--- src/rtl/cpu_int_ctrl.sv ---
// cpu_int_ctrl: interrupt and reset sequencer for the 6502 core.
// Synchronises N level IRQ sources and one falling-edge NMI, stretches reset
// for a programmable number of RDY-qualified cycles, and arbitrates
// RESET > NMI > IRQ at instruction boundaries through a req/ack handshake.
module cpu_int_ctrl #(
  parameter int unsigned N_IRQ       = 4,
  parameter int unsigned SYNC_STAGES = 2,
  parameter int unsigned RES_CYCLES  = 7
) (
  input  logic             clk,
  input  logic             res,
  input  logic             RDY,
  input  logic [N_IRQ-1:0] irq_n,
  input  logic             nmi_n,
  input  logic [N_IRQ-1:0] irq_mask,
  input  logic             i_flag,
  input  logic             sync,
  input  logic             int_ack,
  output logic             core_rst,
  output logic             int_req,
  output logic [1:0]       int_type,
  output logic [15:0]      int_vec,
  output logic [N_IRQ-1:0] irq_pend
);

  localparam int unsigned CNT_W = 8;

  // Sequencer states
  localparam logic [1:0] RST_HOLD = 2'd0;
  localparam logic [1:0] RST_REQ  = 2'd1;
  localparam logic [1:0] IDLE     = 2'd2;
  localparam logic [1:0] PEND     = 2'd3;

  // Request type encodings presented to the core
  localparam logic [1:0] TYPE_NONE = 2'b00;
  localparam logic [1:0] TYPE_IRQ  = 2'b01;
  localparam logic [1:0] TYPE_NMI  = 2'b10;
  localparam logic [1:0] TYPE_RES  = 2'b11;

  // Vector addresses
  localparam logic [15:0] VEC_RES = 16'hFFFC;
  localparam logic [15:0] VEC_NMI = 16'hFFFA;
  localparam logic [15:0] VEC_IRQ = 16'hFFFE;

  // ---------------------------------------------------------------------------
  // Input synchronisers (reset to the inactive level 1)
  // ---------------------------------------------------------------------------
  logic [SYNC_STAGES-1:0][N_IRQ-1:0] irq_ff;
  logic [SYNC_STAGES-1:0]            nmi_ff;
  logic [N_IRQ-1:0]                  irq_sync;
  logic                              nmi_sync;
  logic                              nmi_prev;
  logic                              nmi_fall;
  logic                              nmi_latch;
  logic                              nmi_latch_d;
  logic                              nmi_clr;
  logic                              irq_any;

  // Shift asynchronous IRQ/NMI levels through the synchroniser chains
  always_ff @(posedge clk or negedge res) begin
    if (!res) begin
      irq_ff <= '1;
      nmi_ff <= '1;
    end else begin
      irq_ff[0] <= irq_n;
      nmi_ff[0] <= nmi_n;
      for (int i = 1; i < int'(SYNC_STAGES); i++) begin
        irq_ff[i] <= irq_ff[i-1];
        nmi_ff[i] <= nmi_ff[i-1];
      end
    end
  end

  assign irq_sync = irq_ff[SYNC_STAGES-1];
  assign nmi_sync = nmi_ff[SYNC_STAGES-1];

  // Masked active sources, visible regardless of I flag or sequencer state
  assign irq_pend = ~irq_sync & irq_mask;
  assign irq_any  = (|irq_pend) & ~i_flag;

  // Falling edge of the synchronised NMI level
  assign nmi_fall = nmi_prev & ~nmi_sync;

  // A new edge beats a simultaneous clear so no NMI is ever lost
  always_comb begin
    nmi_latch_d = nmi_latch;
    if (nmi_fall) begin
      nmi_latch_d = 1'b1;
    end else if (nmi_clr) begin
      nmi_latch_d = 1'b0;
    end
  end

  // NMI edge detector history and pending-NMI latch; run even while RDY=0
  always_ff @(posedge clk or negedge res) begin
    if (!res) begin
      nmi_prev  <= 1'b1;
      nmi_latch <= 1'b0;
    end else begin
      nmi_prev  <= nmi_sync;
      nmi_latch <= nmi_latch_d;
    end
  end

  // ---------------------------------------------------------------------------
  // Sequencer FSM with registered outputs
  // ---------------------------------------------------------------------------
  logic [1:0]       state;
  logic [1:0]       state_d;
  logic [CNT_W-1:0] cnt;
  logic [CNT_W-1:0] cnt_d;
  logic             core_rst_d;
  logic             int_req_d;
  logic [1:0]       int_type_d;
  logic [15:0]      int_vec_d;

  // State, counter and output registers
  always_ff @(posedge clk or negedge res) begin
    if (!res) begin
      state    <= RST_HOLD;
      cnt      <= CNT_W'(RES_CYCLES);
      core_rst <= 1'b1;
      int_req  <= 1'b0;
      int_type <= TYPE_NONE;
      int_vec  <= VEC_RES;
    end else begin
      state    <= state_d;
      cnt      <= cnt_d;
      core_rst <= core_rst_d;
      int_req  <= int_req_d;
      int_type <= int_type_d;
      int_vec  <= int_vec_d;
    end
  end

  // Next-state and next-output decode; RDY=0 holds everything frozen
  always_comb begin
    state_d    = state;
    cnt_d      = cnt;
    core_rst_d = core_rst;
    int_req_d  = int_req;
    int_type_d = int_type;
    int_vec_d  = int_vec;
    nmi_clr    = 1'b0;

    if (RDY) begin
      case (state)
        RST_HOLD: begin
          // Leave on the edge that consumes the last count so core_rst spans
          // exactly RES_CYCLES qualified cycles
          if (cnt <= CNT_W'(1)) begin
            state_d    = RST_REQ;
            cnt_d      = '0;
            core_rst_d = 1'b0;
            int_req_d  = 1'b1;
            int_type_d = TYPE_RES;
            int_vec_d  = VEC_RES;
          end else begin
            cnt_d = cnt - CNT_W'(1);
          end
        end

        RST_REQ: begin
          if (int_ack) begin
            state_d    = IDLE;
            int_req_d  = 1'b0;
            int_type_d = TYPE_NONE;
          end
        end

        IDLE: begin
          // Arbitrate only at instruction boundaries; vector holds otherwise
          if (sync) begin
            if (nmi_latch) begin
              state_d    = PEND;
              int_req_d  = 1'b1;
              int_type_d = TYPE_NMI;
              int_vec_d  = VEC_NMI;
            end else if (irq_any) begin
              state_d    = PEND;
              int_req_d  = 1'b1;
              int_type_d = TYPE_IRQ;
              int_vec_d  = VEC_IRQ;
            end
          end
        end

        PEND: begin
          if (int_ack) begin
            state_d    = IDLE;
            int_req_d  = 1'b0;
            int_type_d = TYPE_NONE;
            nmi_clr    = (int_type == TYPE_NMI);
          end else if ((int_type == TYPE_IRQ) && nmi_latch) begin
            // Unacknowledged IRQ is hijacked by a newly pending NMI
            int_type_d = TYPE_NMI;
            int_vec_d  = VEC_NMI;
          end
        end

        default: begin
          state_d = RST_HOLD;
        end
      endcase
    end
  end

endmodule
--- config.mk ---
export PLATFORM = sky130hd
export DESIGN_NAME = cpu_int_ctrl
export DESIGN_NICKNAME = d
export VERILOG_FILES = /design/src/rtl/cpu_int_ctrl.sv
export SDC_FILE = /design/constraint.sdc
export NUM_CORES = 1
export LEC_CHECK = 0
export BUFFER_PORTS_ARGS = -buffer_cell sky130_fd_sc_hd__buf_2
export CORE_UTILIZATION = 55
export DETAILED_ROUTE_END_ITERATION = 10
export GPL_ROUTABILITY_DRIVEN = 0
export PLACE_DENSITY = 0.83
export SLEW_MARGIN = 15
export SYNTH_ARGS = -nofsm -noshare
export SYNTH_HDL_FRONTEND = slang
export SYNTH_SLANG_ARGS = --single-unit
--- constraint.sdc ---
create_clock -name clk -period 3.78 [get_ports clk]
set_input_delay 0.756 -clock clk [delete_from_list [all_inputs] [get_ports clk]]
set_output_delay 0.756 -clock clk [all_outputs]
set_load 0.02 [all_outputs]
# Word-level counts from Yosys, hierarchy flattened
# Cells that the tools add are included.
[word_totals]
out_inout_bits = 24
in_bits = 15
ff_bits = 42
elab_cells = 76
[classes]
n_eq_ne = 13
bitwise_logic = 6
n_mux = 33
n_addsub = 1
order_cmp = 1
n_reduce_logical = 11
[op_table]
columns = ["cell", "count"]
rows = [
  ["16-bit 2-to-1 mux", 6],
  ["16-bit one-hot mux with 3 select lines", 1],
  ["2-bit 2-to-1 mux", 12],
  ["1-bit 2-to-1 mux", 10],
  ["2-bit inequality test (second input constant)", 5],
  ["8-bit by 1-bit less-or-equal comparator with 1-bit output (second input constant)", 1],
  ["8-bit 2-to-1 mux", 1],
  ["2-bit one-hot mux with 4 select lines", 1],
  ["8-bit by 1-bit subtractor with 8-bit output (second input constant)", 1],
  ["7-bit AND reduction", 1],
  ["2-bit equality test (second input constant)", 3],
  ["3-bit inequality test (second input constant)", 2],
  ["2-bit one-hot mux with 3 select lines", 1],
  ["6-bit AND reduction", 1],
  ["5-bit AND reduction", 1],
  ["4-bit bitwise AND", 1],
  ["2-bit by 1-bit equality test with 1-bit output (second input constant)", 2],
  ["4-bit NOT", 1],
  ["4-bit OR reduction", 1],
  ["1-bit one-hot mux with 3 select lines", 1],
  ["3-bit AND reduction", 1],
  ["3-bit nonzero test", 1],
  ["1-bit bitwise AND", 2],
  ["2-bit zero test", 1],
  ["other kinds (6)", 7],
]

# Depth between registers and ports, before layout
[logic_depth]
word_depth = 8
depth_mapped = 6
depth_no_buf = 6

# Worst setup path after synthesis
# No wires, ideal clock.
[synth_path]
path_kind = "input -> register"
start = "in irq_mask[2]"
end = "reg int_type[1]"
n_path_buf = 0
required_time_ns = 3.657
setup_time_ns = 0.123
stages = 4
setup_slack_ns = 1.796
arrival_ns = 1.861
path_cell_list = "nor2b_1 > o41a_1 > o31a_1 > o221a_1"
[synth_between]
elab_chain_len = 5
[synth_rtl]
columns = ["item", "line", "text"]
rows = [
  ["start, declared", "15", "input logic [N_IRQ-1:0] irq_mask,"],
  ["4-bit bitwise AND", "78", "assign irq_pend = ~irq_sync & irq_mask;"],
  ["4-bit OR reduction", "79", "assign irq_any = (|irq_pend) & ~i_flag;"],
  ["1-bit bitwise AND", "79", ""],
  ["3-bit inequality test (no source line)", "n/a", ""],
  ["6-bit AND reduction (no source line)", "n/a", ""],
  ["end signal, assigned", "131", "int_type <= int_type_d;"],
  ["end, declared", "21", "output logic [1:0] int_type,"],
]
# No other way between the ends.
# A chain may end at the register's enable or synchronous reset.

# Final worst setup path
[layout_path]
start = "reg cnt[4]"
end = "reg int_type[1]"
[layout_between]
elab_chain_len = 3
[layout_rtl]
columns = ["item", "line", "text"]
rows = [
  ["start, declared", "110", "logic [CNT_W-1:0] cnt;"],
  ["start signal, assigned", "121", "cnt <= CNT_W'(RES_CYCLES);"],
  ["start signal, assigned", "128", "cnt <= cnt_d;"],
  ["8-bit by 1-bit less-or-equal comparator with 1-bit output", "151", "if (cnt <= CNT_W'(1)) begin"],
  ["2-bit inequality test (no source line)", "n/a", ""],
  ["6-bit AND reduction (no source line)", "n/a", ""],
]
# No other way between the ends.

==> flow_summary.rst <==
.. list-table::
   :header-rows: 1

   * - Metric
     - Value
   * - Outcome
     - finished clean
   * - Area contributors post-synth
     - sky130_fd_sc_hd__dfstp_2 29%, sky130_fd_sc_hd__dfrtp_1 21%, sky130_fd_sc_hd__buf_4 7.4%
   * - Proportion of netlist area held by the largest area contributor
     - 29.47%
   * - Port buffer count
     - 24
   * - Skew-Pair Late Insertion Delay
     - roughly 330 ps
   * - Crit path max fanout
     - 5
   * - Global-route wire length before repair
     - ~4000 µm
   * - Combinational family with the most area after synthesis
     - compound AO/OA/AOI/OAI gates
   * - Clock sinks
     - 28
   * - Setup repair after global routing missed its margin
     - false
   * - Share of synthesized area occupied by flip-flops and latches
     - 50.53%
   * - Effective utilization at floorplan
     - a little under 60%
   * - Worst slew pin tran
     - 560.5 ps
   * - Met1 layer wirelength in the final routing
     - approximately 1000 µm
   * - Power per unit of standard cell area
     - slightly below 500 nW/µm²
   * - Critical R2R Capture
     - int_type[1]
   * - Vias per std cell
     - roughly 5.5
   * - Reg-to-reg slack, setup
     - 1800 ps
   * - Relative slew slack
     - a little over three fifths
   * - Vias in the first global route
     - 910
   * - Total Routed Length
     - ~2400 µm
   * - Top flip-flop cell by instance count after synthesis
     - sky130_fd_sc_hd__dfstp_2
   * - Final total power
     - around 760 µW
   * - Total placed cells including tap cells
     - 182
   * - Hold buffer count at CTS
     - 0
   * - Vias after detailed routing
     - slightly above 1000
   * - Area leader, netlist
     - sky130_fd_sc_hd__dfstp_2
   * - Netlist cell types
     - 44
   * - Net total in the final layout
     - between 150 and 200
   * - Number of antenna-violating nets in the routed design
     - 0
   * - Starting DRC count in detailed routing
     - 15
   * - Row Count
     - 18
   * - Maximum level of the CTS H-tree
     - 1
   * - Hold path depth
     - 0
   * - Leading cell types in the layout, fill and taps excluded
     - 24 x sky130_fd_sc_hd__buf_2, 16 x sky130_fd_sc_hd__dfstp_2, 14 x sky130_fd_sc_hd__conb_1, 12 x sky130_fd_sc_hd__dfrtp_1
   * - Post-route minimum period
     - around 2000 ps
   * - Die Y
     - between 50 and 60 µm
   * - Proportion of synthesized area in mux cells
     - less than 1%
   * - Multi-input gate area in the final layout
     - around 600 µm²
   * - DP HPWL
     - roughly 1800 µm
   * - Critical path startpoint category
     - flip-flop
   * - WL per Instance
     - between 10 and 15 µm
   * - Worst hold-check path type
     - reg2reg
   * - Pin count of the biggest net entering global routing
     - 29
   * - Top Layer Used
     - met4
   * - Period utilization
     - 52.25%
   * - I/O Pins
     - 39
   * - Total congestion overflow after global routing
     - 0
   * - Worst-case setup margin in the final layout
     - roughly 1800 ps
   * - Required time of the critical path
     - about 4000 ps
   * - Floorplan Core Area
     - between 2000 and 2500 µm²
   * - Max-slew violations
     - 0
   * - Die area
     - approximately 2800 µm²
   * - Arrival time of data at the critical path endpoint
     - 2210 ps
   * - Commonest non-fill, non-tap cell in the layout
     - sky130_fd_sc_hd__buf_2
   * - Syn-to-layout area delta
     - 9.561%
   * - Filler Cells Inserted
     - 205
   * - Share of async-settable or async-resettable flops after synthesis
     - 100.0%
   * - Combined global-route utilization of all metal layers
     - a little over 20%
   * - Reg-to-reg startpoint
     - cnt[4]
   * - Wire length on met3
     - roughly 120 µm
   * - Die width
     - about 53 µm
   * - Setup fix buffers added after clock tree synthesis
     - 0
   * - Total negative slack
     - 0 ps
   * - Number of instances in the synthesized netlist
     - 133
   * - Post-synthesis area per instance
     - around 11 µm²
   * - Place WS
     - about 1700 ps
   * - Xor and xnor area share after synthesis
     - roughly 1.8%
   * - DRC violation count after routing
     - 0
   * - R2r worst-path depth
     - 4
   * - Met2 WL post-DR
     - 1186 µm
   * - Leakage power
     - around 0.70 nW
   * - Number of endpoints with negative hold slack in the final report
     - 0
   * - Layout Cells excl Fill
     - about 190
   * - Share of the synthesized area in compound gates (AO/OA/AOI/OAI)
     - 17.81%
   * - Number of enable flip-flop cells after synthesis
     - 0
   * - Antenna Cells
     - 0
   * - Synthesized area
     - roughly 1400 µm²
   * - Pre-antenna DRT Iters
     - 5
   * - Basic-gate share of the synthesized area counting and, or, nand and nor cells
     - approximately 17%
   * - Share of cells above drive strength 1
     - 32.05%
   * - Capture endpoint of the worst hold path
     - nmi_ff[1]
   * - Maximum clock rate
     - just over 0.5 GHz
   * - Fin Clk Skew
     - between 4 and 5 ps
   * - Largest voltage drop on the vdd net
     - about 0.00038 V
   * - CTS tree
     - done
   * - Fraction of the mapped netlist area in adder cells
     - 1.754%
   * - Max-Cap Viols
     - 0
   * - Final setup viols
     - 0
   * - Synthesized flop and latch total
     - 28
   * - Number of antenna violations at the first check in global routing
     - 0
   * - Seq. cell area
     - between 700 and 800 µm²
   * - Clk Tree Root Cell
     - sky130_fd_sc_hd__clkbuf_4
   * - Maximum buffer depth of the clock tree
     - 2
   * - Setup crit end kind
     - flip-flop
   * - Worst Setup Path Type
     - reg2reg
   * - Beginning of the worst hold path
     - nmi_ff[0]
   * - Register clock-pin slew on the reported worst setup and hold paths
     - 150 ps
   * - TritonCTS buffer count
     - 3
   * - Worst hold margin
     - 366.5 ps
   * - Post-CTS Resized
     - 0
   * - Synth Warn #
     - 0
[worst max-delay path: stages (launching register included)]
cell	delay, ps
sky130_fd_sc_hd__dfrtp_1	430
sky130_fd_sc_hd__or4_4	590
sky130_fd_sc_hd__o41ai_4	400
sky130_fd_sc_hd__o211ai_2	200
sky130_fd_sc_hd__o221a_1	260
[final cells by class]
cell class	count	share of cell area, %
clock inverters	1	1.922
flip-flops and latches	28	46.12
clock buffers	3	1.441
inverters	7	1.681
well taps	30	2.402
repair buffers	24	7.686
multi-input cells	93	38.75
[logic make-up (layout without fill, tap and decap cells)]
group                      after synthesis  count (layout)
DFF                                     28              28
other                                    2              14
and+or+nand+nor                         42              42
AOI/OAI and AO/OA                       31              31
muxes                                    1               1
adders and majority gates                2               2
buffers and inverters                   24              35
xor gates and xnor gates                 3               3
[Yosys cell counts (3+ instances only)]
| cell | n |
|---|---|
| sky130_fd_sc_hd__nand3_1 | 4 |
| sky130_fd_sc_hd__dfrtp_1 | 12 |
| sky130_fd_sc_hd__buf_4 | 14 |
| sky130_fd_sc_hd__o211ai_1 | 3 |
| sky130_fd_sc_hd__a21oi_1 | 3 |
| sky130_fd_sc_hd__nor2b_1 | 6 |
| sky130_fd_sc_hd__nand2_1 | 7 |
| sky130_fd_sc_hd__dfstp_2 | 16 |
| sky130_fd_sc_hd__xor2_1 | 3 |
| sky130_fd_sc_hd__inv_1 | 7 |
| sky130_fd_sc_hd__nor3_1 | 3 |
| sky130_fd_sc_hd__nor2_1 | 7 |
| sky130_fd_sc_hd__o21ai_0 | 7 |
[how the worst max path moves through the flow]
stage / slack [ps] / end / depth (start not counted) / from
floorplan: 1800 / int_type[1] / 4 / irq_mask[2]
finish: 1800 / int_type[1] / 4 / cnt[4]
global placement: 1700 / int_type[1] / 5 / irq_mask[2]
global route: 1740 / int_type[1] / 4 / cnt[4]
CTS: 1810 / int_type[1] / 4 / cnt[4]
detailed placement: 1660 / int_type[1] / 5 / irq_mask[2]
[flip-flops by register name, indices dropped and copies added, names as in the netlist]
register and cells:
int_req 1, int_type 2, state 2, nmi_prev 1, core_rst 1, irq_ff 4
nmi_latch 1, nmi_ff 2, irq_sync 4, cnt 8, int_vec 2
[routing by layer]
metal	global-route usage [%]	up-vias
met5	0	-
met4	9.211	0
met3	3.448	4
met2	35.23	38
met1	24.49	488
li1	-	488
[through the flow]
stage | util, % | area, µm²
2_1_floorplan | - | 1471
3_3_place_gp | 61.52 | 1510
3_5_place_dp | 61.52 | 1510
4_1_cts | 63.66 | 1563
5_1_grt | 63.66 | 1563
6_report | 63.66 | 1563
[report_power, final]
group / internal (mW) / switching [mW] / leakage (nW)
clock network: 0.107 / 0.0882 / 0.0279
logic: 0.0747 / 0.109 / 0.357
registers: 0.344 / 0.0401 / 0.314
(Power assumes the default switching activity.)
